[src/rtl/pipe_ctrl_unit_if.sv]
// Handshake bundle between the pipeline controller and the core's decode/execute/writeback status.
// The controller takes the master modport; the pipeline (or a bench) takes the slave modport.
interface pipe_ctrl_unit_if #(
    parameter int NUM_STAGES = 5,
    parameter int REG_AW     = 3
);
    // status from the pipeline
    logic                  complete_data;
    logic [REG_AW-1:0]     dec_sr1;
    logic [REG_AW-1:0]     dec_sr2;
    logic                  dec_sr1_used;
    logic                  dec_sr2_used;
    logic [REG_AW-1:0]     ex_dr;
    logic                  ex_wr;
    logic                  ex_is_load;
    logic [1:0]            ex_mem_kind;
    logic                  ex_br;
    logic [REG_AW-1:0]     wb_dr;
    logic                  wb_wr;

    // control back to the pipeline
    logic [NUM_STAGES-1:0] enable;
    logic                  br_taken;
    logic                  bypass_alu_1;
    logic                  bypass_alu_2;
    logic                  bypass_mem_1;
    logic                  bypass_mem_2;
    logic [1:0]            mem_state;
    logic                  mem_err;

    modport master (
        input  complete_data, dec_sr1, dec_sr2, dec_sr1_used, dec_sr2_used,
               ex_dr, ex_wr, ex_is_load, ex_mem_kind, ex_br, wb_dr, wb_wr,
        output enable, br_taken, bypass_alu_1, bypass_alu_2,
               bypass_mem_1, bypass_mem_2, mem_state, mem_err
    );

    modport slave (
        output complete_data, dec_sr1, dec_sr2, dec_sr1_used, dec_sr2_used,
               ex_dr, ex_wr, ex_is_load, ex_mem_kind, ex_br, wb_dr, wb_wr,
        input  enable, br_taken, bypass_alu_1, bypass_alu_2,
               bypass_mem_1, bypass_mem_2, mem_state, mem_err
    );
endinterface

[src/rtl/pipe_ctrl_unit.sv]
// Pipeline controller: per-stage enables (fill, memory freeze, load-use bubble, branch flush),
// taken-branch pulse, operand bypass selects and the memory-access state machine. All outputs registered.
module pipe_ctrl_unit #(
    parameter int NUM_STAGES  = 5,
    parameter int EX_STAGE    = 3,
    parameter int REG_AW      = 3,
    parameter int BR_PENALTY  = 2,
    parameter int MEM_TIMEOUT = 15
) (
    input  logic           clock,
    input  logic           reset,
    pipe_ctrl_unit_if.master ctl
);

    localparam int FW = (NUM_STAGES > 1) ? $clog2(NUM_STAGES) : 1;

    typedef enum logic [1:0] {
        MEM_READ  = 2'd0,
        MEM_IND   = 2'd1,
        MEM_WRITE = 2'd2,
        MEM_IDLE  = 2'd3
    } mem_state_e;

    mem_state_e            mem_state_q, mem_state_d;
    logic [7:0]            wait_q, wait_d;
    logic [2:0]            flush_q, flush_d;
    logic [FW-1:0]         fill_q, fill_d;
    logic                  mem_err_q, mem_err_d;
    logic [NUM_STAGES-1:0] enable_q, enable_d;
    logic                  br_taken_q, br_taken_d;
    logic [1:0]            byp_alu_q, byp_alu_d;
    logic [1:0]            byp_mem_q, byp_mem_d;

    logic                  mem_start;
    logic                  br_accept;
    logic                  load_use;
    logic                  frozen;
    logic [NUM_STAGES-1:0] fill_mask;
    logic [REG_AW-1:0]     dec_sr [2];
    logic [1:0]            dec_used;
    logic [1:0]            alu_hit;
    logic [1:0]            mem_hit;
    logic [1:0]            load_hit;

    assign dec_sr[0]   = ctl.dec_sr1;
    assign dec_sr[1]   = ctl.dec_sr2;
    assign dec_used[0] = ctl.dec_sr1_used;
    assign dec_used[1] = ctl.dec_sr2_used;

    // Stage gi is live once gi cycles have elapsed since reset release.
    generate
        for (genvar gi = 0; gi < NUM_STAGES; gi++) begin : g_fill
            assign fill_mask[gi] = (fill_q >= FW'(gi));
        end
    endgenerate

    // ALU forwarding wins over memory forwarding; a load result is not yet available from the ALU.
    generate
        for (genvar gi = 0; gi < 2; gi++) begin : g_operand
            assign alu_hit[gi]  = dec_used[gi] & ctl.ex_wr & ~ctl.ex_is_load & (dec_sr[gi] == ctl.ex_dr);
            assign mem_hit[gi]  = dec_used[gi] & ctl.wb_wr & (dec_sr[gi] == ctl.wb_dr) & ~alu_hit[gi];
            assign load_hit[gi] = dec_used[gi] & (dec_sr[gi] == ctl.ex_dr);
        end
    endgenerate

    assign load_use  = ctl.ex_is_load & ctl.ex_wr & (|load_hit);
    assign mem_start = (mem_state_q == MEM_IDLE) & enable_q[EX_STAGE] & (ctl.ex_mem_kind != 2'b00);
    assign br_accept = ctl.ex_br & enable_q[EX_STAGE] & ~mem_start;
    assign frozen    = (mem_state_d != MEM_IDLE);

    // State register
    always_ff @(posedge clock) begin
        if (reset) begin
            mem_state_q <= MEM_IDLE;
            wait_q      <= '0;
            flush_q     <= '0;
            fill_q      <= '0;
            mem_err_q   <= 1'b0;
            enable_q    <= '0;
            br_taken_q  <= 1'b0;
            byp_alu_q   <= '0;
            byp_mem_q   <= '0;
        end else begin
            mem_state_q <= mem_state_d;
            wait_q      <= wait_d;
            flush_q     <= flush_d;
            fill_q      <= fill_d;
            mem_err_q   <= mem_err_d;
            enable_q    <= enable_d;
            br_taken_q  <= br_taken_d;
            byp_alu_q   <= byp_alu_d;
            byp_mem_q   <= byp_mem_d;
        end
    end

    // Next state: memory FSM, wait/flush/fill counters
    always_comb begin
        mem_state_d = mem_state_q;
        wait_d      = wait_q;
        mem_err_d   = mem_err_q;
        case (mem_state_q)
            MEM_IDLE: begin
                wait_d = '0;
                if (mem_start) begin
                    case (ctl.ex_mem_kind)
                        2'b01:   mem_state_d = MEM_READ;
                        2'b10:   mem_state_d = MEM_WRITE;
                        default: mem_state_d = MEM_IND;
                    endcase
                end
            end
            default: begin
                if (ctl.complete_data) begin
                    mem_state_d = (mem_state_q == MEM_IND) ? MEM_READ : MEM_IDLE;
                    wait_d      = '0;
                end else if (wait_q == 8'(MEM_TIMEOUT - 1)) begin
                    mem_state_d = MEM_IDLE;
                    wait_d      = '0;
                    mem_err_d   = 1'b1;
                end else begin
                    wait_d = wait_q + 8'd1;
                end
            end
        endcase

        fill_d = (fill_q == FW'(NUM_STAGES - 1)) ? fill_q : fill_q + 1'b1;

        // The flush window does not elapse while the whole pipe is frozen.
        flush_d = flush_q;
        if (br_accept) begin
            flush_d = 3'(BR_PENALTY);
        end else if (!frozen && flush_q != 3'd0) begin
            flush_d = flush_q - 3'd1;
        end
    end

    // Output next values: freeze > load-use bubble > branch flush > fill/normal
    always_comb begin
        enable_d = fill_mask;
        if (frozen) begin
            enable_d = '0;
        end else if (load_use) begin
            enable_d[EX_STAGE-1:0] = '0;
        end else if (flush_d != 3'd0) begin
            enable_d[EX_STAGE-1:1] = '0;
            enable_d[0]            = 1'b1;
        end

        br_taken_d = br_accept;

        byp_alu_d = byp_alu_q;
        byp_mem_d = byp_mem_q;
        if (enable_q[EX_STAGE-1]) begin
            byp_alu_d = alu_hit;
            byp_mem_d = mem_hit;
        end
    end

    assign ctl.enable       = enable_q;
    assign ctl.br_taken     = br_taken_q;
    assign ctl.bypass_alu_1 = byp_alu_q[0];
    assign ctl.bypass_alu_2 = byp_alu_q[1];
    assign ctl.bypass_mem_1 = byp_mem_q[0];
    assign ctl.bypass_mem_2 = byp_mem_q[1];
    assign ctl.mem_state    = mem_state_q;
    assign ctl.mem_err      = mem_err_q;

endmodule

[src/flat_wrapper.sv]
// flat-port wrapper written by rule: the top's interface ports become plain ports
module pipe_ctrl_unit_flat 
#(
    parameter int NUM_STAGES  = 5,
    parameter int EX_STAGE    = 3,
    parameter int REG_AW      = 3,
    parameter int BR_PENALTY  = 2,
    parameter int MEM_TIMEOUT = 15
)
  (clock, reset, ctl_complete_data, ctl_dec_sr1, ctl_dec_sr2, ctl_dec_sr1_used, ctl_dec_sr2_used, ctl_ex_dr, ctl_ex_wr, ctl_ex_is_load, ctl_ex_mem_kind, ctl_ex_br, ctl_wb_dr, ctl_wb_wr, ctl_enable, ctl_br_taken, ctl_bypass_alu_1, ctl_bypass_alu_2, ctl_bypass_mem_1, ctl_bypass_mem_2, ctl_mem_state, ctl_mem_err);
  pipe_ctrl_unit_if #(.NUM_STAGES(NUM_STAGES), .REG_AW(REG_AW)) ctl_i ();
  input  logic clock;
  input  logic reset;
  input wire logic [$bits(ctl_i.complete_data)-1:0] ctl_complete_data;
  input wire logic [$bits(ctl_i.dec_sr1)-1:0] ctl_dec_sr1;
  input wire logic [$bits(ctl_i.dec_sr2)-1:0] ctl_dec_sr2;
  input wire logic [$bits(ctl_i.dec_sr1_used)-1:0] ctl_dec_sr1_used;
  input wire logic [$bits(ctl_i.dec_sr2_used)-1:0] ctl_dec_sr2_used;
  input wire logic [$bits(ctl_i.ex_dr)-1:0] ctl_ex_dr;
  input wire logic [$bits(ctl_i.ex_wr)-1:0] ctl_ex_wr;
  input wire logic [$bits(ctl_i.ex_is_load)-1:0] ctl_ex_is_load;
  input wire logic [$bits(ctl_i.ex_mem_kind)-1:0] ctl_ex_mem_kind;
  input wire logic [$bits(ctl_i.ex_br)-1:0] ctl_ex_br;
  input wire logic [$bits(ctl_i.wb_dr)-1:0] ctl_wb_dr;
  input wire logic [$bits(ctl_i.wb_wr)-1:0] ctl_wb_wr;
  output wire logic [$bits(ctl_i.enable)-1:0] ctl_enable;
  output wire logic [$bits(ctl_i.br_taken)-1:0] ctl_br_taken;
  output wire logic [$bits(ctl_i.bypass_alu_1)-1:0] ctl_bypass_alu_1;
  output wire logic [$bits(ctl_i.bypass_alu_2)-1:0] ctl_bypass_alu_2;
  output wire logic [$bits(ctl_i.bypass_mem_1)-1:0] ctl_bypass_mem_1;
  output wire logic [$bits(ctl_i.bypass_mem_2)-1:0] ctl_bypass_mem_2;
  output wire logic [$bits(ctl_i.mem_state)-1:0] ctl_mem_state;
  output wire logic [$bits(ctl_i.mem_err)-1:0] ctl_mem_err;
  assign ctl_i.complete_data = ctl_complete_data;
  assign ctl_i.dec_sr1 = ctl_dec_sr1;
  assign ctl_i.dec_sr2 = ctl_dec_sr2;
  assign ctl_i.dec_sr1_used = ctl_dec_sr1_used;
  assign ctl_i.dec_sr2_used = ctl_dec_sr2_used;
  assign ctl_i.ex_dr = ctl_ex_dr;
  assign ctl_i.ex_wr = ctl_ex_wr;
  assign ctl_i.ex_is_load = ctl_ex_is_load;
  assign ctl_i.ex_mem_kind = ctl_ex_mem_kind;
  assign ctl_i.ex_br = ctl_ex_br;
  assign ctl_i.wb_dr = ctl_wb_dr;
  assign ctl_i.wb_wr = ctl_wb_wr;
  assign ctl_enable = ctl_i.enable;
  assign ctl_br_taken = ctl_i.br_taken;
  assign ctl_bypass_alu_1 = ctl_i.bypass_alu_1;
  assign ctl_bypass_alu_2 = ctl_i.bypass_alu_2;
  assign ctl_bypass_mem_1 = ctl_i.bypass_mem_1;
  assign ctl_bypass_mem_2 = ctl_i.bypass_mem_2;
  assign ctl_mem_state = ctl_i.mem_state;
  assign ctl_mem_err = ctl_i.mem_err;
  pipe_ctrl_unit #(.NUM_STAGES(NUM_STAGES), .EX_STAGE(EX_STAGE), .REG_AW(REG_AW), .BR_PENALTY(BR_PENALTY), .MEM_TIMEOUT(MEM_TIMEOUT)) u_core (.clock(clock), .reset(reset), .ctl(ctl_i));
endmodule
[config.mk]
export PLATFORM = sky130hd
export DESIGN_NAME = pipe_ctrl_unit_flat
export DESIGN_NICKNAME = d
export VERILOG_FILES = /design/src/rtl/pipe_ctrl_unit_if.sv /design/src/rtl/pipe_ctrl_unit.sv /design/src/flat_wrapper.sv
export SDC_FILE = /design/constraint.sdc
export NUM_CORES = 1
export LEC_CHECK = 0
export ABC_AREA = 1
export CAP_MARGIN = 15
export CELL_PAD_IN_SITES_DETAIL_PLACEMENT = 1
export CELL_PAD_IN_SITES_GLOBAL_PLACEMENT = 2
export CORE_UTILIZATION = 27
export CTS_CLUSTER_DIAMETER = 120
export CTS_CLUSTER_SIZE = 40
export DETAILED_ROUTE_END_ITERATION = 8
export PLACE_DENSITY_LB_ADDON = 0.3
export SETUP_SLACK_MARGIN = 0.2
export SLEW_MARGIN = 20
export SYNTH_ARGS = -nofsm -noshare
export SYNTH_HDL_FRONTEND = slang
export SYNTH_SLANG_ARGS = --single-unit
[constraint.sdc]
create_clock -name clock -period 1.7 [get_ports clock]
set_input_delay 0.17 -clock clock [delete_from_list [all_inputs] [get_ports clock]]
set_output_delay 0.17 -clock clock [all_outputs]
set_load 0.02 [all_outputs]
# Word level (Yosys, flattened, before mapping)

Index checks and enable logic that the tools add are counted.
Widths: inputs -> output; s select.

Flip-flop bits (word level): 27
Word-level logic and storage cells: 76
Bits of input ports: 23
ROM bits: 0
Output and inout bits: 13
Memories kept: 0
Bits in latches: 0
RAM bits: 0

Multipliers: 0
Order comparisons: 5
Bitwise gates (word level): 26
Eq/ne operators: 11
Shift-type cells: 0
Divide/modulo/power cells: 0
Add/subtract/negate cells: 3
Multiplexer cells: 9
Reductions and logical operators: 11

Operator list:

| cell                | number |
|---|---|
| $and 1x1->1         | 20 |
| $eq 3x3->1          | 4 |
| $mux 2              | 5 |
| $add 8x1->8 const B | 1 |
| $eq 8x4->1 const B  | 1 |
| $reduce_or 4->1     | 2 |
| $ge 3x1->1 const B  | 2 |
| $ge 3x2->1 const B  | 2 |
| $mux 3              | 2 |
| $not 1->1           | 6 |
| $reduce_bool 3->1   | 2 |
| $eq 2x1->1 const B  | 2 |
| $eq 2x2->1 const B  | 2 |
| $pmux 2 s2          | 1 |
| $reduce_or 2->1     | 2 |
| $add 3x1->3 const B | 1 |
| $eq 3x3->1 const B  | 1 |
| $ge 3x3->1 const B  | 1 |
| $reduce_and 3->1    | 1 |
| $reduce_or 3->1     | 1 |
| $sub 3x1->3 const B | 1 |
| $ne 2x2->1 const B  | 1 |
| $reduce_bool 2->1   | 1 |
| $logic_and 1x1->1   | 1 |
| 2 further kinds     | 2 |

# Logic depth before layout (Yosys ltp)

Gate-level depths: netlist of run 1.

Depth after elaboration: 12
Mapped depth: 15
Gate-level depth less buffers: 15

# Worst setup path after synthesis of run 1

OpenSTA, ideal clock, no wires.

Path type: flip-flop to flip-flop
Start point: reg u_core.wait_q[0]
End point: reg u_core.enable_q[1] (netlist: u_core.ctl.enable[1])
Clock period less this slack: 1.482 ns
Data arrival time: 1.419 ns
Library setup time: 0.064 ns
Path buffers: 0
Stages on the path, launching flop included: 13
Setup slack: 0.218 ns
Data required time: 1.636 ns
Path through: dfxtp_1 -> inv_1 -> ha_1 -> nand3_2 -> nor2_4 -> nor2_2 -> nor2_8 -> inv_4 -> nor3_4 -> nand2_2 -> nor2_1 -> nand2_1 -> nor2_1

Word-level cells in the longest chain between the ends: 11

RTL lines:

| item                                 | RTL line              | RTL |
|---|---|---|
| start: declaration                   | pipe_ctrl_unit.sv:25  | `logic [7:0] wait_q, wait_d;` |
| start signal: assignment             | pipe_ctrl_unit.sv:85  | `wait_q <= wait_d;` |
| $eq 8x4->1 (*)                       | pipe_ctrl_unit.sv:116 | `end else if (wait_q == 8'(MEM_TIMEOUT - 1)) begin` |
| $mux 2 (*)                           | pipe_ctrl_unit.sv:116 |  |
| $mux 2 (*)                           | pipe_ctrl_unit.sv:113 | `if (ctl.complete_data) begin` |
| $mux 2 (*)                           | pipe_ctrl_unit.sv:101 | `case (mem_state_q)` |
| $ne 2x2->1 (*)                       | pipe_ctrl_unit.sv:69  | `assign frozen = (mem_state_d != MEM_IDLE);` |
| $logic_not 1->1                      | pipe_ctrl_unit.sv:132 | `end else if (!frozen && flush_q != 3'd0) begin` |
| $logic_and 1x1->1                    | pipe_ctrl_unit.sv:132 |  |
| $mux 3                               | pipe_ctrl_unit.sv:132 |  |
| $mux 3                               | pipe_ctrl_unit.sv:130 | `if (br_accept) begin` |
| $reduce_bool 3->1                    | pipe_ctrl_unit.sv:144 | `end else if (flush_d != 3'd0) begin` |
| $reduce_or 4->1 (no source line) (*) | -                     |  |
| end signal: assignment               | pipe_ctrl_unit.sv:89  | `enable_q <= enable_d;` |
| end: declaration                     | pipe_ctrl_unit.sv:29  | `logic [NUM_STAGES-1:0] enable_q, enable_d;` |

Every way passes the cells marked *; elsewhere a longest branch is shown, timed or not.
A chain may end at the register's enable or synchronous reset.

# Final worst setup path of run 1

Start point: reg u_core.wait_q[0]
End point: reg u_core.enable_q[0] (netlist: u_core.ctl.enable[0])

Word-level cells in the longest chain between the ends: 11
Elaborated cells between the ends (all ways): 12
Classes of those cells: eq/ne (2); mux (6); reduce/logical (4)

RTL lines:

| item              | RTL line |
|---|---|
| $eq 8x4->1 (*)    | pipe_ctrl_unit.sv:116 |
| $mux 2 (*)        | pipe_ctrl_unit.sv:116 |
| $mux 2 (*)        | pipe_ctrl_unit.sv:113 |
| $mux 2 (*)        | pipe_ctrl_unit.sv:101 |
| $ne 2x2->1 (*)    | pipe_ctrl_unit.sv:69 |
| $logic_not 1->1   | pipe_ctrl_unit.sv:132 |
| $logic_and 1x1->1 | pipe_ctrl_unit.sv:132 |
| $mux 3            | pipe_ctrl_unit.sv:132 |
| $mux 3            | pipe_ctrl_unit.sv:130 |
| $reduce_bool 3->1 | pipe_ctrl_unit.sv:144 |
| $mux 1            | pipe_ctrl_unit.sv:144 |

Marked as above.

==> flow_summary.ini, run 1 <==
[drt]
drt_iter0_drc = 18
via_count = 1320
remaining_drc_errors = 0
average_via_count_per_standard_cell = 4.27
routedWlPerCell_microns = 11.0
drtPass1Iterations = 4
ant_nets = 0
routed_wirelength_microns = 3390

[sta]
final-setup-viol-count = 0
timing.final.crit_share_pct = 93.8
post-route-min-period_ps = 1590
finalSetupTns_ps = 0
rsz_0062_raised_after_global_routing = yes
timing.slew.headroom_pct = 77.7
tightestPinTransition_ps = 332
timing.fmax_ghz = 0.627
whs_ps = 479
final_max_slew_violation_count = 0
timing_hold_violations_final = 0
post-route-worst-setup-slack_ps = 105
clock_skew_ps = 8.84

[placed_design]
hpwl_microns = 2700
place.gp.congestion = 0.690
io_buffer_count = 35
dp_slack_ps = -229
placedCellCount = 300

[critical_path]
crit-reg2reg-capture = u_core.ctl.enable[0]
critical_path.reg2reg.startpoint = u_core.wait_q[0]
critical_path_required_ps = 1940
critical_path.endpoint_type = flip-flop
critPathArrivalTime_ps = 1830
startpoint_type = flip-flop
worstPathMaxFanout = 5
rr_worst_depth = 12
criticalPathCategory = reg2reg
timing.reg2reg.setup_slack_ps = 110

[clock_tree]
cts_inserted_buffers = 3
clk_latency_ps = 280
worst_setup_hold_path_clk_slew_ps = 100
cts_tree = done
clk_root_buffer_cell = sky130_fd_sc_hd__clkbuf_8
ctsHtreeMaxLevel = 1
clockBufferDepth = 2
clkSinkCount = 27
postCtsHoldBufs = 0

[synthesis]
synth_xor_xnor_area_share_pct = 8.41
synth-seq-area-share_pct = 37.1
mux_contribution_to_synthesized_area_pct = 0
synth_cells = 186
synth-simple-area-share_pct = 31.1
synth.cell_area_sq_um = 1460
synth.lib_cells_used.distinct = 27
largest_family_of_logic_cells_by_synthesized_area = simple AND/OR/NAND/NOR gates
area_fraction_in_compound_gates_after_synthesis_pct = 6.09
yosysWarningCount = 0
mappedNetlistNets = 219
postSynthRegisterBits = 27
post_synth_fa_ha_maj_area_fraction_pct = 8.58
avg_inst_size_synth_sq_um = 7.84

[layout]
flow.area_growth_from_synthesis_pct = 47.1
final.fill_count = 658
layout_commonest_cell = sky130_fd_sc_hd__clkdlybuf4s50_1
layout-drive-gt1-share_pct = 20.9
instances_no_fill = 309
layout.nets = 273
layout.cells.most_common_list = sky130_fd_sc_hd__clkdlybuf4s50_1, sky130_fd_sc_hd__inv_1, sky130_fd_sc_hd__nand2_1, sky130_fd_sc_hd__dfxtp_1, sky130_fd_sc_hd__nor2_1
num_antenna_cells = 0

[die]
core.rowCount = 26
initial_util_pct = 28.4
design.core.area_sq_um = 5140
fp.dieArea_sq_um = 5700
floorplan.die.width_microns = 75.5
floorplan.die.height_microns = 75.5
io_pins = 36

[power]
seq_power_share_pct = 34.9
vdd_ir_drop_max_mv = 0.728
power-per-cell-area_nw_per_um2 = 1070
power.switching_fraction_pct = 37.3
net_switching_power_figure_uw = 855
static-leakage-power_uw = 0.000932
clkPwrFrac_pct = 17.0
p_int_uw = 1440
comb_power_share_pct = 48.1
power_uw = 2290

[job]
maxCapViolCount = 0

[min_path]
hold_path.class = reg2reg
hold_path_end = u_core.byp_mem_q[1]
min_from = u_core.byp_mem_q[1]
holdPathStages = 2

[global_route]
first_global_vias = 1344
first_pass_grt_wire_length_microns = 5640
gr-total-overflow = 0
grt_use_total_pct = 12.8
grt_max_degree = 18
initial_antenna_violation_count = 0

[outcome]
status = finished clean
==> through the flow <==
step           utilization, %  instance area [sq um]
6_report                 41.7                   2140
2_1_floorplan               -                   1460
3_3_place_gp             38.2                   1970
5_1_grt                  41.7                   2140
3_5_place_dp             38.2                   1970
4_1_cts                  41.2                   2120
==> cell usage after synthesis, drive strengths merged <==
library cell / instances / area share (%)
xor2: 4 / 2.4
nand3b: 2 / 1.0
nor4: 1 / 0.43
nor2: 27 / 8.8
nand3: 10 / 5.3
a31oi: 1 / 0.43
o21ai: 3 / 1.0
dfxtp: 27 / 37
nor3: 7 / 3.2
nand2: 30 / 8.2
buf: 1 / 0.34
ha: 10 / 8.6
o211ai: 2 / 1.0
nand4: 6 / 2.6
xnor2: 10 / 6.0
a21oi: 9 / 3.1
nor3b: 3 / 1.5
o21bai: 1 / 0.52
inv: 32 / 8.4
==> final cells by class <==
type	instances	area, sq um	area share [%]
Timing Repair Buffer	50	465	21.7
Clock inverter	1	8.76	0.408
Sequential cell	27	544	25.4
Clock buffer	3	41.3	1.93
Multi-Input combinational cell	126	870	40.5
Inverter	32	128	5.95
Tap cell	70	87.6	4.08
==> kinds of logic (layout without fill, tap and decap cells) <==
group	Yosys count	after routing
AND/OR/NAND/NOR	86	86
flip-flops	27	27
adder cells (fa/ha/maj)	10	10
AO/OA/AOI/OAI	16	16
buffers and inverters	33	86
XOR/XNOR	14	14
==> state kept, by name, summed over array words and instances (netlist names) <==
| name | cells |
|---|---|
| u_core.byp_alu_q | 2 |
| u_core.byp_mem_q | 2 |
| u_core.ctl.br_taken | 1 |
| u_core.ctl.enable | 5 |
| u_core.ctl.mem_err | 1 |
| u_core.ctl.mem_state | 2 |
| u_core.fill_q | 3 |
| u_core.flush_q | 3 |
| u_core.wait_q | 8 |
==> power by group through the flow <==
stage	logic, uW	registers, uW	clock network (uW)
2_1_floorplan	527	859	0
3_3_place_gp	958	814	0
3_5_place_dp	965	811	0
4_1_cts	1070	802	412
5_1_grt	1230	814	432
6_report	1100	800	389
==> worst max-delay path by stage <==
stage | cells past startpoint | startpoint | endpoint | slack (ps)
after floorplan | 12 | u_core.wait_q[0] | u_core.ctl.enable[1] | 220
after global placement | 12 | ctl_ex_mem_kind[0] | u_core.ctl.enable[1] | -180
after detailed placement | 15 | ctl_ex_mem_kind[0] | u_core.ctl.enable[2] | -230
after CTS | 12 | u_core.wait_q[0] | u_core.ctl.enable[1] | 140
after global routing | 12 | u_core.wait_q[0] | u_core.ctl.enable[1] | -20
final | 12 | u_core.wait_q[0] | u_core.ctl.enable[0] | 110
==> critical path: stages (launching register included) <==
cell                      delay [ps]
sky130_fd_sc_hd__dfxtp_2         340
sky130_fd_sc_hd__inv_2            60
sky130_fd_sc_hd__ha_4            130
sky130_fd_sc_hd__nand3_4          80
sky130_fd_sc_hd__nor2_4          170
sky130_fd_sc_hd__nor2_4           60
sky130_fd_sc_hd__nor2_8          140
sky130_fd_sc_hd__inv_4            50
sky130_fd_sc_hd__nor3_4          170
sky130_fd_sc_hd__nand2_2          80
sky130_fd_sc_hd__buf_4           140
sky130_fd_sc_hd__buf_6           100
sky130_fd_sc_hd__inv_2            30
==> timing repair <==
action                     CTS  global route
pin swaps                   16             7
setup buffers                4             1
setup endpoints to repair   10             9
resized for setup           24             8
==> per-layer routing <==
layer,vias up,wire length (microns),track usage (%)
li1,697,-,-
met1,607,1620,15.6
met2,14,1660,23.7
met3,2,106,2.78
met4,0,8,1.85
met5,-,0,0
No activity file was read; power rests on OpenSTA's default activity.
==> run 2, diff against run 1 <==
==> constraint.sdc (replaced) <==
create_clock -name clock -period 1.7 [get_ports clock]
set_input_delay 0.255 -clock clock [delete_from_list [all_inputs] [get_ports clock]]
set_output_delay 0.255 -clock clock [all_outputs]
set_load 0.02 [all_outputs]
==> flow_summary.ini, run 2 (synthesis gave the netlist of run 1 again) <==
[outcome]
status = finished clean

[layout]
layout_commonest_cell = sky130_fd_sc_hd__inv_1
multi_input_comb_area_sq_um = 878
num_antenna_cells = 0
largest-register = u_core.wait_q
layout.cells.most_common_list = sky130_fd_sc_hd__inv_1, sky130_fd_sc_hd__dfxtp_1, sky130_fd_sc_hd__clkdlybuf4s50_1, sky130_fd_sc_hd__nand2_1, sky130_fd_sc_hd__nor2_1
final_util_pct = 41.8
largest_reg_flops = 8
flow.area_growth_from_synthesis_pct = 47.5
finish.instance_area_sq_um = 2150
seqCellArea_sq_um = 543
layout.nets = 273
final.fill_count = 651
layout-drive-gt1-share_pct = 21.8

[die]
core.rowCount = 26
design.core.area_sq_um = 5140
floorplan.die.width_microns = 75.5
fp.dieArea_sq_um = 5700
floorplan.die.height_microns = 75.5
initial_util_pct = 28.4
io_pins = 36

[global_route]
gr-total-overflow = 0
grt_use_total_pct = 13.3
first_pass_grt_wire_length_microns = 5790
first_global_vias = 1358
initial_antenna_violation_count = 0
grt_max_degree = 17

[sta]
finalSetupTns_ps = 0
final_max_slew_violation_count = 0
tightestPinTransition_ps = 319
timing.final.crit_share_pct = 92.6
timing_hold_violations_final = 0
clock_skew_ps = 5.92
whs_ps = 473
rsz_0062_raised_after_global_routing = yes
timing.fmax_ghz = 0.635
timing.slew.headroom_pct = 78.5
post-route-min-period_ps = 1570
final-setup-viol-count = 0

[critical_path]
rr_worst_depth = 13
critical_path.endpoint_type = flip-flop
criticalPathCategory = reg2reg
critical_path_required_ps = 1880
worstPathMaxFanout = 5
startpoint_type = flip-flop
critPathArrivalTime_ps = 1750

[clock_tree]
clkSinkCount = 27
clockBufferDepth = 2
ctsHtreeMaxLevel = 1
postCtsHoldBufs = 0
cts_inserted_buffers = 3
worst_setup_hold_path_clk_slew_ps = 100
cts_tree = done
clk_latency_ps = 280
clk_root_buffer_cell = sky130_fd_sc_hd__clkbuf_8

[drt]
remaining_drc_errors = 0
average_via_count_per_standard_cell = 4.27
ant_nets = 0
drtPass1Iterations = 4
routedWlPerCell_microns = 11.2
drt_iter0_drc = 35
via_count = 1320
routed_wirelength_microns = 3470

[power]
power-per-cell-area_nw_per_um2 = 1090
vdd_ir_drop_max_mv = 0.579
power_uw = 2350
static-leakage-power_uw = 0.000996

[placed_design]
io_buffer_count = 35
place.gp.congestion = 0.690
post_dp_cell_area_sq_um = 1970
hpwl_microns = 2720

[min_path]
hold_path.class = reg2reg
holdPathStages = 2

[job]
maxCapViolCount = 0
-- run 2: changes by cell type in the layout (fill, tap and decap cells not counted), moves of 2 or more --
cell	change
sky130_fd_sc_hd__nor2_1	-2
sky130_fd_sc_hd__nand2_1	-3
sky130_fd_sc_hd__nand2_2	+2
sky130_fd_sc_hd__clkdlybuf4s50_1	-8
sky130_fd_sc_hd__dlygate4sd2_1	+5
sky130_fd_sc_hd__dlymetal6s2s_1	+3
-- run 2: final timing paths --
check	start	to	slack (ps)
setup / recovery	u_core.wait_q[0]	u_core.ctl.enable[1]	130
hold / removal	u_core.ctl.mem_err	u_core.ctl.mem_err	470
setup reg to reg	u_core.wait_q[0]	u_core.ctl.enable[1]	130
hold reg to reg	u_core.ctl.mem_err	u_core.ctl.mem_err	470
-- run 2: cell type report --
| type | count | share of cell area [%] |
|---|---|---|
| Tap cell | 70 | 4.07 |
| Sequential cell | 27 | 25.3 |
| Clock inverter | 1 | 0.349 |
| Multi-Input combinational cell | 126 | 40.9 |
| Inverter | 32 | 5.82 |
| Clock buffer | 3 | 1.92 |
| Timing Repair Buffer | 50 | 21.7 |
-- run 2: routing by layer --
metal,vias to the layer above,part of all wire [%],track usage [%]
met5,-,0,0
met4,0,0.23,1.85
met3,2,2.7,3.31
met2,14,49,24.2
met1,608,48,16.1
li1,696,-,-
-- run 2: critical path, cell delays in order (launching register included) --
cell,delay (ps)
sky130_fd_sc_hd__dfxtp_2,330
sky130_fd_sc_hd__inv_2,60
sky130_fd_sc_hd__ha_4,130
sky130_fd_sc_hd__nand3_4,80
sky130_fd_sc_hd__nor2_4,170
sky130_fd_sc_hd__nand2_2,80
sky130_fd_sc_hd__nand3_4,140
sky130_fd_sc_hd__nand3_4,110
sky130_fd_sc_hd__nand2_2,90
sky130_fd_sc_hd__nand3_2,80
sky130_fd_sc_hd__nand2_2,70
sky130_fd_sc_hd__inv_1,50
sky130_fd_sc_hd__nand2_2,50
sky130_fd_sc_hd__nor2_1,40
-- run 2: power breakdown --
part           internal, uW  switching, uW  total (uW)
Sequential              730           71.4         801
Combinational           543            630        1170
Clock                   167            211         378
-- run 2: what timing repair did --
action                                  4_1_cts  5_1_grt
endpoints found under the setup margin       15       13
resized for setup                            27       15
setup buffers                                 5        0
cloned                                        0        0
pin swaps                                    15        8
-- run 2: stage by stage --
step                std cells  setup WS (ps)
floorplan                 186            218
global placement          300           -268
detailed placement        300           -314
CTS                       309            122
global route              309          -13.1
finish                    309            125
==> run 3, diff against run 2 <==
--- a/config.mk
+++ b/config.mk
@@ -10,7 +10,6 @@
 export CELL_PAD_IN_SITES_DETAIL_PLACEMENT = 1
 export CELL_PAD_IN_SITES_GLOBAL_PLACEMENT = 2
 export CORE_UTILIZATION = 27
-export CTS_CLUSTER_DIAMETER = 120
 export CTS_CLUSTER_SIZE = 40
 export DETAILED_ROUTE_END_ITERATION = 8
 export PLACE_DENSITY_LB_ADDON = 0.3
==> results of run 3 <==
Final layout, timing and power as in run 2 (identical DEF).
